--- src/rtl/inst_rom_ctrl_pkg.sv ---
// Purpose : shared types and constants for the instruction-memory fetch responder.
// Latency : n/a (declarations only).
// Backpressure: n/a. Contents: ZeroWord, instruction/address bus types, FSM state encoding.
package inst_rom_ctrl_pkg;

   localparam int InstBusW     = 32;
   localparam int InstAddrBusW = 32;

   typedef logic [InstBusW-1:0]     inst_t;
   typedef logic [InstAddrBusW-1:0] inst_addr_t;

   localparam inst_t ZeroWord = '0;

   typedef enum logic [1:0] {
      IDLE     = 2'd0,
      FETCH    = 2'd1,
      ABORT    = 2'd2,
      PREFETCH = 2'd3
   } state_e;

endpackage

--- src/rtl/inst_rom_ctrl_if.sv ---
// Purpose : bundles the IF-side fetch port and the byte-wide external memory port.
// Latency : n/a (wires only).
// Backpressure: stall_req toward IF; mem_valid paces the memory side.
// Modports: slave = the controller, master = IF stage plus memory (environment).
interface inst_rom_ctrl_if import inst_rom_ctrl_pkg::*; #(parameter int ADDR_W = 17);

   logic              rom_ce_i;
   inst_addr_t        rom_addr_i;
   inst_t             rom_data_o;
   logic              stall_req_o;
   logic              mem_rd_o;
   logic [ADDR_W-1:0] mem_addr_o;
   logic [7:0]        mem_data_i;
   logic              mem_valid_i;

   modport slave (
      input  rom_ce_i, rom_addr_i, mem_data_i, mem_valid_i,
      output rom_data_o, stall_req_o, mem_rd_o, mem_addr_o
   );

   modport master (
      output rom_ce_i, rom_addr_i, mem_data_i, mem_valid_i,
      input  rom_data_o, stall_req_o, mem_rd_o, mem_addr_o
   );

endinterface

--- src/rtl/imem_byte_assembler.sv ---
// Purpose : collects four bytes into a little-endian word; holds byte index k.
// Latency : word/done are combinational on the cycle the 4th byte is accepted.
// Backpressure: none; advances only on take, clr restarts at byte 0.
// Ports: clk, rst_n, clr, take, byte_in -> k, word, done.
module imem_byte_assembler
   import inst_rom_ctrl_pkg::*;
(
   input  logic       clk,
   input  logic       rst_n,
   input  logic       clr,
   input  logic       take,
   input  logic [7:0] byte_in,
   output logic [1:0] k,
   output inst_t      word,
   output logic       done
);

   // Bytes 0..2 shift in from the top so that byte 0 ends up in lane 0.
   logic [23:0] lanes;

   always_ff @(posedge clk or negedge rst_n) begin
      if (!rst_n) begin
         k     <= 2'd0;
         lanes <= '0;
      end else if (clr) begin
         k <= 2'd0;
      end else if (take) begin
         k     <= k + 2'd1;   // wraps to 0 after byte 3
         lanes <= {byte_in, lanes[23:8]};
      end
   end

   assign word = {byte_in, lanes};
   assign done = take & (k == 2'd3);

endmodule

--- src/rtl/inst_rom_ctrl.sv ---
// Purpose : instruction fetch responder with a one-word buffer over a byte-wide memory.
// Latency : hit 0 cycles; miss 5 cycles at zero-wait memory, +1 per memory wait cycle.
// Backpressure: stall_req_o high while the requested word is not buffered.
// Ports: clk, rst_n, bus (inst_rom_ctrl_if.slave). Optional macro IMEM_PREFETCH_EN adds a
// second (next-sequential) buffer entry filled in the background.
module inst_rom_ctrl
   import inst_rom_ctrl_pkg::*;
#(
   parameter int ADDR_W = 17
) (
   input logic              clk,
   input logic              rst_n,
   inst_rom_ctrl_if.slave   bus
);

   localparam logic [ADDR_W-1:0] WordStep = ADDR_W'(4);

   state_e            state;
   logic [ADDR_W-1:0] wa, cur_addr, buf_addr, mem_addr;
   inst_t             buf_data, asm_word;
   logic              buf_vld, mem_rd;
   logic              hit_buf, hit, miss, take, abandon, fill_take, asm_done;
   logic [1:0]        k;
   logic              unused_addr_bits;

   assign unused_addr_bits = ^{bus.rom_addr_i[InstAddrBusW-1:ADDR_W], bus.rom_addr_i[1:0]};

   assign wa      = {bus.rom_addr_i[ADDR_W-1:2], 2'b00};
   assign hit_buf = bus.rom_ce_i & buf_vld & (wa == buf_addr);

`ifdef IMEM_PREFETCH_EN
   logic [ADDR_W-1:0] pf_addr;
   inst_t             pf_data;
   logic              pf_vld, hit_pf;
   assign hit_pf = bus.rom_ce_i & pf_vld & (wa == pf_addr);
   assign hit    = hit_buf | hit_pf;
`else
   assign hit    = hit_buf;
`endif

   // rom_ce_i is ignored while reset is held.
   assign miss            = rst_n & bus.rom_ce_i & ~hit;
   assign bus.stall_req_o = miss;
   assign bus.mem_rd_o    = mem_rd;
   assign bus.mem_addr_o  = mem_addr;
   assign take            = mem_rd & bus.mem_valid_i;

   always_comb begin
      bus.rom_data_o = ZeroWord;
      if (hit_buf) bus.rom_data_o = buf_data;
`ifdef IMEM_PREFETCH_EN
      else if (hit_pf) bus.rom_data_o = pf_data;
`endif
   end

   // A demand fill is dropped on any redirect/flush; a prefetch is dropped only when
   // IF misses on some other address (a miss on the prefetch target just waits for it).
   always_comb begin
      abandon = 1'b0;
      if (state == FETCH) abandon = ~bus.rom_ce_i | (wa != cur_addr);
`ifdef IMEM_PREFETCH_EN
      if (state == PREFETCH) abandon = miss & (wa != cur_addr);
`endif
   end

   assign fill_take = take & ~abandon & ((state == FETCH) | (state == PREFETCH));

   imem_byte_assembler u_asm (
      .clk     (clk),
      .rst_n   (rst_n),
      .clr     (abandon),
      .take    (fill_take),
      .byte_in (bus.mem_data_i),
      .k       (k),
      .word    (asm_word),
      .done    (asm_done)
   );

   always_ff @(posedge clk or negedge rst_n) begin
      if (!rst_n) begin
         state    <= IDLE;
         cur_addr <= '0;
         mem_rd   <= 1'b0;
         mem_addr <= '0;
         buf_addr <= '0;
         buf_data <= ZeroWord;
         buf_vld  <= 1'b0;
`ifdef IMEM_PREFETCH_EN
         pf_addr  <= '0;
         pf_data  <= ZeroWord;
         pf_vld   <= 1'b0;
`endif
      end else begin
         case (state)
            IDLE: begin
               if (miss) begin
                  cur_addr <= wa;
                  mem_addr <= wa;
                  mem_rd   <= 1'b1;
                  state    <= FETCH;
               end
`ifdef IMEM_PREFETCH_EN
               else if (hit_pf) begin
                  // Promote the prefetched word and run ahead by one more word.
                  buf_addr <= pf_addr;
                  buf_data <= pf_data;
                  buf_vld  <= 1'b1;
                  pf_vld   <= 1'b0;
                  cur_addr <= pf_addr + WordStep;
                  mem_addr <= pf_addr + WordStep;
                  mem_rd   <= 1'b1;
                  state    <= PREFETCH;
               end
`endif
            end
            ABORT: begin
               // Drain the one outstanding byte; its data is discarded.
               if (bus.mem_valid_i) begin
                  mem_rd <= 1'b0;
                  state  <= IDLE;
               end
            end
            default: begin // FETCH and PREFETCH
               if (abandon) begin
                  if (take) begin
                     mem_rd <= 1'b0;
                     state  <= IDLE;
                  end else begin
                     state  <= ABORT;
                  end
               end else if (asm_done) begin
`ifdef IMEM_PREFETCH_EN
                  if (state == PREFETCH) begin
                     pf_addr <= cur_addr;
                     pf_data <= asm_word;
                     pf_vld  <= 1'b1;
                     mem_rd  <= 1'b0;
                     state   <= IDLE;
                  end else begin
                     buf_addr <= cur_addr;
                     buf_data <= asm_word;
                     buf_vld  <= 1'b1;
                     pf_vld   <= 1'b0;
                     cur_addr <= cur_addr + WordStep;
                     mem_addr <= cur_addr + WordStep;
                     state    <= PREFETCH;
                  end
`else
                  buf_addr <= cur_addr;
                  buf_data <= asm_word;
                  buf_vld  <= 1'b1;
                  mem_rd   <= 1'b0;
                  state    <= IDLE;
`endif
               end else if (take) begin
                  mem_addr <= cur_addr + ADDR_W'(k) + ADDR_W'(1);
               end
            end
         endcase
      end
   end

endmodule

--- src/flat_wrapper.sv ---
// flat-port wrapper written by rule: the top's interface ports become plain ports
module inst_rom_ctrl_flat import inst_rom_ctrl_pkg::*;
#(
   parameter int ADDR_W = 17
)
  (clk, rst_n, bus_rom_ce_i, bus_rom_addr_i, bus_mem_data_i, bus_mem_valid_i, bus_rom_data_o, bus_stall_req_o, bus_mem_rd_o, bus_mem_addr_o);
  inst_rom_ctrl_if #(.ADDR_W(ADDR_W)) bus_i ();
  input logic clk;
  input logic rst_n;
  input wire logic [$bits(bus_i.rom_ce_i)-1:0] bus_rom_ce_i;
  input wire logic [$bits(bus_i.rom_addr_i)-1:0] bus_rom_addr_i;
  input wire logic [$bits(bus_i.mem_data_i)-1:0] bus_mem_data_i;
  input wire logic [$bits(bus_i.mem_valid_i)-1:0] bus_mem_valid_i;
  output wire logic [$bits(bus_i.rom_data_o)-1:0] bus_rom_data_o;
  output wire logic [$bits(bus_i.stall_req_o)-1:0] bus_stall_req_o;
  output wire logic [$bits(bus_i.mem_rd_o)-1:0] bus_mem_rd_o;
  output wire logic [$bits(bus_i.mem_addr_o)-1:0] bus_mem_addr_o;
  assign bus_i.rom_ce_i = bus_rom_ce_i;
  assign bus_i.rom_addr_i = bus_rom_addr_i;
  assign bus_i.mem_data_i = bus_mem_data_i;
  assign bus_i.mem_valid_i = bus_mem_valid_i;
  assign bus_rom_data_o = bus_i.rom_data_o;
  assign bus_stall_req_o = bus_i.stall_req_o;
  assign bus_mem_rd_o = bus_i.mem_rd_o;
  assign bus_mem_addr_o = bus_i.mem_addr_o;
  inst_rom_ctrl #(.ADDR_W(ADDR_W)) u_core (.clk(clk), .rst_n(rst_n), .bus(bus_i));
endmodule
--- config.mk ---
export PLATFORM = sky130hd
export DESIGN_NAME = inst_rom_ctrl_flat
export DESIGN_NICKNAME = d
export VERILOG_FILES = /design/src/rtl/inst_rom_ctrl_pkg.sv /design/src/rtl/inst_rom_ctrl_if.sv /design/src/rtl/imem_byte_assembler.sv /design/src/rtl/inst_rom_ctrl.sv /design/src/flat_wrapper.sv
export SDC_FILE = /design/constraint.sdc
export NUM_CORES = 1
export LEC_CHECK = 0
export ABC_CLOCK_PERIOD_IN_PS = 5540
export BUFFER_PORTS_ARGS = -buffer_cell sky130_fd_sc_hd__clkbuf_2
export CORE_ASPECT_RATIO = 0.75
export CORE_UTILIZATION = 35
export DETAILED_ROUTE_END_ITERATION = 6
export HOLD_SLACK_MARGIN = 0.15
export PLACE_DENSITY = 0.63
export SYNTH_ARGS = -nofsm -noshare
export SYNTH_HDL_FRONTEND = slang
export SYNTH_SLANG_ARGS = --single-unit
--- constraint.sdc ---
create_clock -name clk -period 5.54 [get_ports clk]
set_clock_uncertainty 0.15 [all_clocks]
set_input_delay 0.277 -clock clk [delete_from_list [all_inputs] [get_ports clk]]
set_output_delay 0.277 -clock clk [all_outputs]
set_load 0.02 [all_outputs]
# ---- Yosys cells after proc, flatten, opt, wreduce, memory -nomap -nowiden
# Cells that the tools add are included.
dict set report totals {
  reg_bits 109
  latch_bits 0
  mem_bits_rw 0
  rom_bits 0
  in_bits 44
  word_cells 70
  mem_count 0
}
dict set report classes {
  addsub 3
  multipliers 0
  n_div 0
  n_lt_le_gt_ge 0
  n_eq_ne 11
  shift 0
  muxes 21
  bitwise_logic 15
  reduce_logical 11
}
# operator count
set op_table {}
lappend op_table {{$mux 17} 4}
lappend op_table {{$pmux 17 s2} 1}
lappend op_table {{$mux 32} 1}
lappend op_table {{$add 17x1->17 const B} 1}
lappend op_table {{$add 17x2->17} 1}
lappend op_table {{$eq 15x15->1} 1}
lappend op_table {{$ne 15x15->1} 1}
lappend op_table {{$mux 2} 7}
lappend op_table {{$and 1x1->1} 8}
lappend op_table {{$ne 2x2->1 const B} 4}
lappend op_table {{$eq 2x2->1 const B} 3}
lappend op_table {{$mux 1} 6}
lappend op_table {{$reduce_and 3->1} 2}
lappend op_table {{$not 1->1} 5}
lappend op_table {{$reduce_and 5->1} 1}
lappend op_table {{$ne 4x3->1 const B} 1}
lappend op_table {{$pmux 2 s2} 1}
lappend op_table {{$reduce_and 2->1} 2}
lappend op_table {{$reduce_and 4->1} 1}
lappend op_table {{$reduce_bool 2->1} 2}
lappend op_table {{$reduce_bool 4->1} 1}
lappend op_table {{$add 2x1->2 const B} 1}
lappend op_table {{$eq 2x1->1 const B} 1}
lappend op_table {{$logic_not 2->1} 1}
lappend op_table {{3 further kinds} 4}

# ---- Depth between registers and ports, before layout
# Gate-level depths: netlist of run 1.
dict set report depth {
  ltp_word 10
  mapped_depth 10
}

# ---- By module
# Synthesis of run 1 repeated with hierarchy kept, for this count alone.
dict set report unflattened {
  hier_cells 417
  hier_area_um2 5366.4
}
# module n_inst cells_each area_per_inst_um2
set by_module_without_submodules {}
lappend by_module_without_submodules {inst_rom_ctrl 1 349 4199.0}
lappend by_module_without_submodules {imem_byte_assembler 1 68 1167.4}

# ---- Worst setup path before layout of run 1
# OpenSTA, ideal clock, no wires.
dict set report synth_path {
  kind {register to register}
  startpoint {register u_core.buf_addr[16]}
  endpoint {register u_core.cur_addr[10]}
  setup_time_ns 0.125
  arrival_time_ns 2.363
  setup_slack_ns 2.902
  stages_incl_launch_ff 8
  path_buffers 1
  synth_period_minus_slack_ns 2.638
  path_cell_list {dfrtp_1 xor2_1 or4_4 nor4_4 nor2_1 nand2_1 buf_4 mux2_2}
}
dict set report synth_via {
  elab_chain_len 5
}
# item line
set synth_rtl {}
lappend synth_rtl {{from (decl)} inst_rom_ctrl.sv:19} ;# logic [ADDR_W-1:0] wa, cur_addr, buf_addr, mem_addr;
lappend synth_rtl {{from (signal assigned)} inst_rom_ctrl.sv:149} ;# buf_addr <= cur_addr;
lappend synth_rtl {{$eq 15x15->1} inst_rom_ctrl.sv:29} ;# assign hit_buf = bus.rom_ce_i & buf_vld & (wa == buf_addr);
lappend synth_rtl {{$and 1x1->1} inst_rom_ctrl.sv:29}
lappend synth_rtl {{$not 1->1} inst_rom_ctrl.sv:42} ;# assign miss = rst_n & bus.rom_ce_i & ~hit;
lappend synth_rtl {{$and 1x1->1} inst_rom_ctrl.sv:42}
lappend synth_rtl {{net bus_stall_req_o} flat_wrapper.sv:15} ;# output wire logic [$bits(bus_i.stall_req_o)-1:0] bus_stall_req_o;
lappend synth_rtl {{$reduce_and 2->1 (no source line)} --}
lappend synth_rtl {{to (signal assigned)} inst_rom_ctrl.sv:97} ;# cur_addr <= wa;
lappend synth_rtl {{to (decl)} inst_rom_ctrl.sv:19}
# The timed path passes the listed nets, and every way through them passes these cells.
# A chain may end at the register's enable or synchronous reset.

# ---- Final worst setup path of run 1
dict set report layout_path {
  startpoint {input bus_rom_addr_i[16]}
  endpoint {register u_core.cur_addr[5]}
}
dict set report layout_via {
  elab_chain_len 5
}
# item line
set layout_rtl {}
lappend layout_rtl {{from (decl)} flat_wrapper.sv:11} ;# input wire logic [$bits(bus_i.rom_addr_i)-1:0] bus_rom_addr_i;
lappend layout_rtl {{$eq 15x15->1} inst_rom_ctrl.sv:29}
lappend layout_rtl {{$and 1x1->1} inst_rom_ctrl.sv:29}
lappend layout_rtl {{$not 1->1} inst_rom_ctrl.sv:42}
lappend layout_rtl {{$and 1x1->1} inst_rom_ctrl.sv:42}
lappend layout_rtl {{$reduce_and 2->1 (no source line)} --}
# No other way between the ends.

==> impl_metrics.toml, run 1 <==
[outcome]
outcome = "finished clean"

[placement]
numPortBuffers = 77
place.gp.congestion = 0.814
place_hpwl_um = 7490

[setup_path]
r2r-start = "u_core.buf_addr[16]"
cp-start-kind = "input port"
crit_arrival_ns = 3.47
cp-end-kind = "flip-flop"
path_class = "input port to flip-flop"
startpoint = "bus_rom_addr_i[16]"
worstPathRequired_ns = 5.62
path_max_fanout = 34

[floorplan]
die_height_um = 107
pin_count = 95
die_w_um = 143
start_util_pct = 35.9
rows = 38
fp.coreArea_sq_mm = 0.0145
dieArea_sq_mm = 0.0153

[power]
power_w = 0.00270
p_sw_w = 0.000891
p_seq_share_pct = 46.4
power.internal_w = 0.00180
vdd_drop_max_mv = 0.215
p_leak_nw = 2.96
combPwrFrac_pct = 29.7
p_clk_share_pct = 23.9
swShare_pct = 33.1
cellPowerDensity_mw_per_mm2 = 429

[timing]
period_needed_ns = 3.40
finalMaxSlewViolations = 0
hold_viol = 0
tns_ns = 0
fmax_mhz = 294
fin_crit_sh_pct = 61.3
rsz0062_at_grt = "no"
worst_slew_pin_slew_ns = 1.11
report.final.setup_viol = 0
relSlewSlack_pct = 26.0

[routing]
via_per_inst = 4.73
wire_per_inst_um = 15.3
ant_nets = 0
drc = 0
wirelength_um = 10900
dr.first_iter.drc_count = 148
vias = 3365
drt_pre_antenna_iters = 4

[synthesis]
synthCells = 416
yosysWarnings = 0
syn_avg_cell_area_sq_um = 12.5
yosysSeqAreaShare_pct = 52.5
ys_seq_elements = 109
synth_area_sq_mm = 0.00519
synth.distinct_cells = 35
synthesis.nets = 461

[cts]
cts_root_buffer = "clkbuf_16"
cts_max_level = 3
tritoncts = "built"
clkSinkCount = 109
clock_latency_ns = 0.34
path_clk_slew_ns = 0.07
cts_made_buffers = 9
cts.repair.resized = 0
cts_buffer_depth = 2

[final_layout]
syn_to_final_growth_pct = 20.8
nets = 552
antenna_cells = 0
drive_above_1_share_pct = 39.8

[grt]
grt_use_total_pct = 15.4
grt_start_max_net_pins = 78
grt_pass1_wl_um = 18100
grt-ovfl-total = 0
grt_pass1_vias = 3518
antenna_found_initial = 0

[worst_hold_path]
hp-class = "input port to async pin"

[run]
drv_cap = 0
## cells in the mapped netlist, drive strengths merged
cell type / instances / area (sq um)
nor4: 3 / 33.8
and3: 3 / 18.8
nand3: 8 / 40.0
or4: 1 / 11.3
clkbuf: 9 / 33.8
a31oi: 1 / 6.26
xor2: 9 / 78.8
nor2: 8 / 30.0
nand2b: 1 / 6.26
nor3: 1 / 5.00
a21oi: 2 / 10.0
buf: 17 / 109
nor2b: 1 / 6.26
o21ai: 18 / 90.1
ha: 1 / 12.5
nor3b: 1 / 7.51
o31ai: 1 / 7.51
or3b: 1 / 8.76
nand4: 10 / 62.6
xnor2: 37 / 324
a22o: 3 / 26.3
o41ai: 1 / 8.76
nand2: 32 / 120
inv: 2 / 7.51
dfrtp: 109 / 2730
mux2: 101 / 1170
o22ai: 1 / 6.26
and4: 2 / 17.5
and2: 32 / 203
## cell type report
cell class | count | area [sq um]
fill | 1397 | 8180
sequential | 109 | 2730
multi-input combinational | 279 | 2320
timing repair buffer | 106 | 668
tap | 200 | 250
clock buffer | 10 | 239
clock inverter | 6 | 62.6
inverter | 2 | 7.51
## power by group through the flow
stage | Sequential (W) | Combinational, W | Clock, W
2_1_floorplan | 0.00124 | 0.000591 | 0
3_3_place_gp | 0.00124 | 0.000769 | 0
3_5_place_dp | 0.00126 | 0.000790 | 0
4_1_cts | 0.00125 | 0.000807 | 0.000671
5_1_grt | 0.00129 | 0.000884 | 0.000703
6_report | 0.00125 | 0.000800 | 0.000644
## what timing repair did
| action | CTS | global route |
|---|---|---|
| hold endpoints to repair | 66 | 0 |
| hold buffers | 25 | 0 |
| setup buffers | 0 | 0 |
## worst max-delay path, cell delays in order
cell and delay (ns):
dlygate4sd3_1 0.53, clkbuf_2 0.16, xor2_1 0.19, or4_4 0.55, nor4_4 0.27, buf_4 0.34
nor2_1 0.13, nand2_1 0.60, mux2_2 0.42
## stage by stage
stage	hold WS, ns	util [%]	area (sq um)	setup slack [ns]	std cells
after global placement	0.0966	39.6	5720	2.34	671
final	0.274	43.4	6280	2.14	712
after CTS	0.279	43.4	6280	2.11	712
after global routing	0.322	43.4	6280	2.00	712
after floorplan	-0.169	-	5190	2.90	416
after detailed placement	0.110	39.6	5720	2.30	671
## flip-flops by register name (all words and copies together), names as in the netlist
signal / count
u_core.buf_data: 32
u_core.u_asm.k: 2
u_core.cur_addr: 15
u_core.u_asm.lanes: 24
u_core.bus.mem_rd_o: 1
u_core.bus.mem_addr_o: 17
u_core.buf_vld: 1
u_core.state: 2
u_core.buf_addr: 15
## cells in the final DEF (no fill, tap or decap), drive strengths merged, types with 2 or more instances in the layout
master	synthesis	layout
a21oi	2	2
mux2	101	101
dlygate4sd3	0	25
o21ai	18	18
and3	3	3
xnor2	37	37
buf	17	5
a22o	3	3
and2	32	32
xor2	9	9
nand4	10	10
nor4	3	3
nand3	8	8
clkbuf	9	86
clkinv	0	2
clkinvlp	0	3
nand2	32	32
inv	2	2
and4	2	2
dfrtp	109	109
nor2	8	8
## cell families after synthesis
family | after synthesis | share of synthesized area, %
buffers and inverters | 28 | 2.89
multiplexers | 101 | 22.6
AND/OR/NAND/NOR | 104 | 11.0
AO/OA/AOI/OAI | 27 | 2.99
flip-flops | 109 | 52.5
adder cells (fa/ha/maj) | 1 | 0.241
XOR/XNOR | 46 | 7.76
## final timing paths
path | endpoint | slack (ns) | cells past startpoint
worst min register to register | u_core.buf_vld | 0.32 | 1
min in group clk | u_core.bus.mem_rd_o | 0.32 | 4
worst min-delay path | u_core.bus.mem_addr_o[16] | 0.27 | 2
worst max register to register | u_core.cur_addr[5] | 2.42 | 7
worst max-delay path | u_core.cur_addr[5] | 2.14 | 9
max in group asynchronous | u_core.buf_data[22] | 3.66 | 3
## metal layers
metal | vias to the layer above | routed length, um | GRT usage, %
met1 | 1674 | 5390 | 21.6
met2 | 60 | 4850 | 23.4
met3 | 15 | 438 | 3.16
li1 | 1616 | - | -
met5 | - | 0 | 0
met4 | 0 | 196 | 6.22
(Power assumes the default switching activity.)
==> inputs of run 2 (changes only) <==
ABC_AREA = 1   (was default)
ABC_CLOCK_PERIOD_IN_PS = 2900   (was 5540)
PLACE_DENSITY = 0.65   (was 0.63)
clock period = 2.9 ns   (was 5.54 ns; I/O delays follow)
==> impl_metrics.toml, run 2 <==
[outcome]
outcome = "finished clean"

[routing]
ant_nets = 0
wirelength_um = 13800
dr.first_iter.drc_count = 455
drc = 0
via_per_inst = 4.53
wire_per_inst_um = 12.9
vias = 4821
drt_pre_antenna_iters = 5

[cts]
cts_buffer_depth = 2
tritoncts = "built"
cts_max_level = 3
cts.repair.resized = 0
path_clk_slew_ns = 0.08
cts_made_buffers = 9
clkSinkCount = 109
cts_root_buffer = "clkbuf_16"
clock_latency_ns = 0.35

[final_layout]
antenna_cells = 0
largest_reg_flops = 32
top_register = "u_core.buf_data"
layout_commonest_cell = "nand2_1"
mostFrequentLayoutCells = "nand2_1 (267), inv_1 (109), dfrtp_1 (109)"
drive_above_1_share_pct = 14.3
syn_to_final_growth_pct = 20.6
fill_cells = 1596
nets = 900

[timing]
rsz0062_at_grt = "no"
relSlewSlack_pct = 38.0
fmax_mhz = 380
postLayoutSetupSlackWorst_ns = 0.271
report.final.setup_viol = 0
tns_ns = 0
worst_slew_pin_slew_ns = 0.931
finalMaxSlewViolations = 0
period_needed_ns = 2.63
fin_crit_sh_pct = 90.6
hold_viol = 0

[floorplan]
die_w_um = 147
rows = 39
start_util_pct = 35.9
die_height_um = 110
dieArea_sq_mm = 0.0162
pin_count = 95
fp.coreArea_sq_mm = 0.0153

[setup_path]
worstPathRequired_ns = 2.61
cp_common_cell = "nand2_1"
crit_family = "buffers and inverters"
path_class = "input port to output pin"
timing.critical_path.buf_inv = 5
slowest_stage = "dlygate4sd3_1"
crit_chain = "dlygate4sd3_1 -> clkbuf_2 -> inv_1 -> nand2_1 -> nand2_1 -> nor2_1 -> nand2_1 -> nor2_1 -> nand2_1 -> buf_4 -> nor2_1 -> clkbuf_2"
cp-start-kind = "input port"
path_max_fanout = 27
cp-end-kind = "output pin"
crit_arrival_ns = 2.33
slowest_delay_ns = 0.53

[power]
p_leak_nw = 3.40
cellPowerDensity_mw_per_mm2 = 776
vdd_drop_max_mv = 0.335

[synthesis]
ys_seq_elements = 109
synth_area_sq_mm = 0.00549
synth_flop_cell = "dfrtp_1"
synthesis.nets = 804
synth-edff-count = 0
yosys.area.top_type_share_pct = 49.7
yosysSeqAreaShare_pct = 49.7
async_flop_share_pct = 100
synth_commonest_cells = "nand2_1 (267), dfrtp_1 (109), inv_1 (109)"
synth_top_cell_by_area = "dfrtp_1"
syn_avg_cell_area_sq_um = 7.23
synth.distinct_cells = 25
synthCells = 759
post-synth-top-count-cell = "nand2_1"
synthTopCellsByArea = "dfrtp_1 (50%), nand2_1 (18%), inv_1 (7.5%)"
yosysWarnings = 0

[grt]
grt-ovfl-total = 0
grt_use_total_pct = 17.7
grt_pass1_wl_um = 22500
grt_start_max_net_pins = 74
antenna_found_initial = 0
grt_pass1_vias = 4305

[placement]
place_hpwl_um = 9810
numPortBuffers = 77
pre_cts_ws_ns = 0.661
place.gp.congestion = 0.848

[worst_hold_path]
hp-class = "input port to async pin"

[run]
drv_cap = 0
-- run 2: stage by stage --
step	instances	area [sq um]	hold WS (ns)	power (W)	util [%]
after floorplan	759	5490	-0.301	0.00333	-
after global placement	1024	6070	0.125	0.00385	39.8
after detailed placement	1024	6070	0.122	0.00388	39.8
after CTS	1065	6620	0.295	0.00517	43.3
after global routing	1065	6620	0.335	0.00554	43.3
final	1065	6620	0.265	0.00513	43.3
-- run 2: area by class of cell --
class	count	area, sq um	share of cell area [%]
sequential	109	2730	41.2
multi-input combinational	501	2150	32.5
clock inverter	4	47.5	0.718
clock buffer	12	246	3.72
inverter	122	463	6.99
tap	205	256	3.88
timing repair buffer	112	726	11.0
-- run 2: timing repair --
action                     CTS  global route
setup endpoints to repair    0             0
setup buffers                0             0
hold endpoints to repair   147             0
hold buffers                25             0
-- run 2: logic make-up after synthesis --
kind of cell	after synthesis	share of synthesized area (%)
buf+inv	149	11.1
simple gates	392	28.5
flops	109	49.7
xor+xnor	3	0.479
fa+ha+maj	1	0.228
compound gates	105	10.1
-- run 2: path summary, 6_finish.rpt --
check | from | to | slack, ns | cells past startpoint
worst max-delay path | bus_rom_addr_i[14] | bus_rom_data_o[16] | 0.27 | 12
worst min-delay path | rst_n | u_core.buf_addr[3] | 0.27 | 3
worst max register to register | u_core.buf_addr[4] | u_core.bus.mem_addr_o[13] | 0.65 | 11
worst min register to register | u_core.bus.mem_addr_o[8] | u_core.bus.mem_addr_o[8] | 0.32 | 2
max in group asynchronous | rst_n | u_core.u_asm.lanes[17] | 1.54 | 3
min in group clk | u_core.bus.mem_addr_o[8] | u_core.bus.mem_addr_o[8] | 0.32 | 2
-- run 2: per-layer routing --
metal	up-vias	track usage [%]	share of wire, %
met5	-	0	0
met4	0	4.58	0.89
met3	9	3.51	5.2
met2	121	22.4	37
met1	2187	29.5	57
li1	2504	-	-
-- run 2: worst min-delay path, delay by kind of cell --
family | cells | cell delay (ns)
buffers and inverters | 3 | 1.07
-- run 2: power breakdown --
group          internal [W]  switching [W]  total [W]
registers           0.00192       0.000331    0.00225
logic              0.000536        0.00111    0.00164
clock network      0.000692       0.000545    0.00124
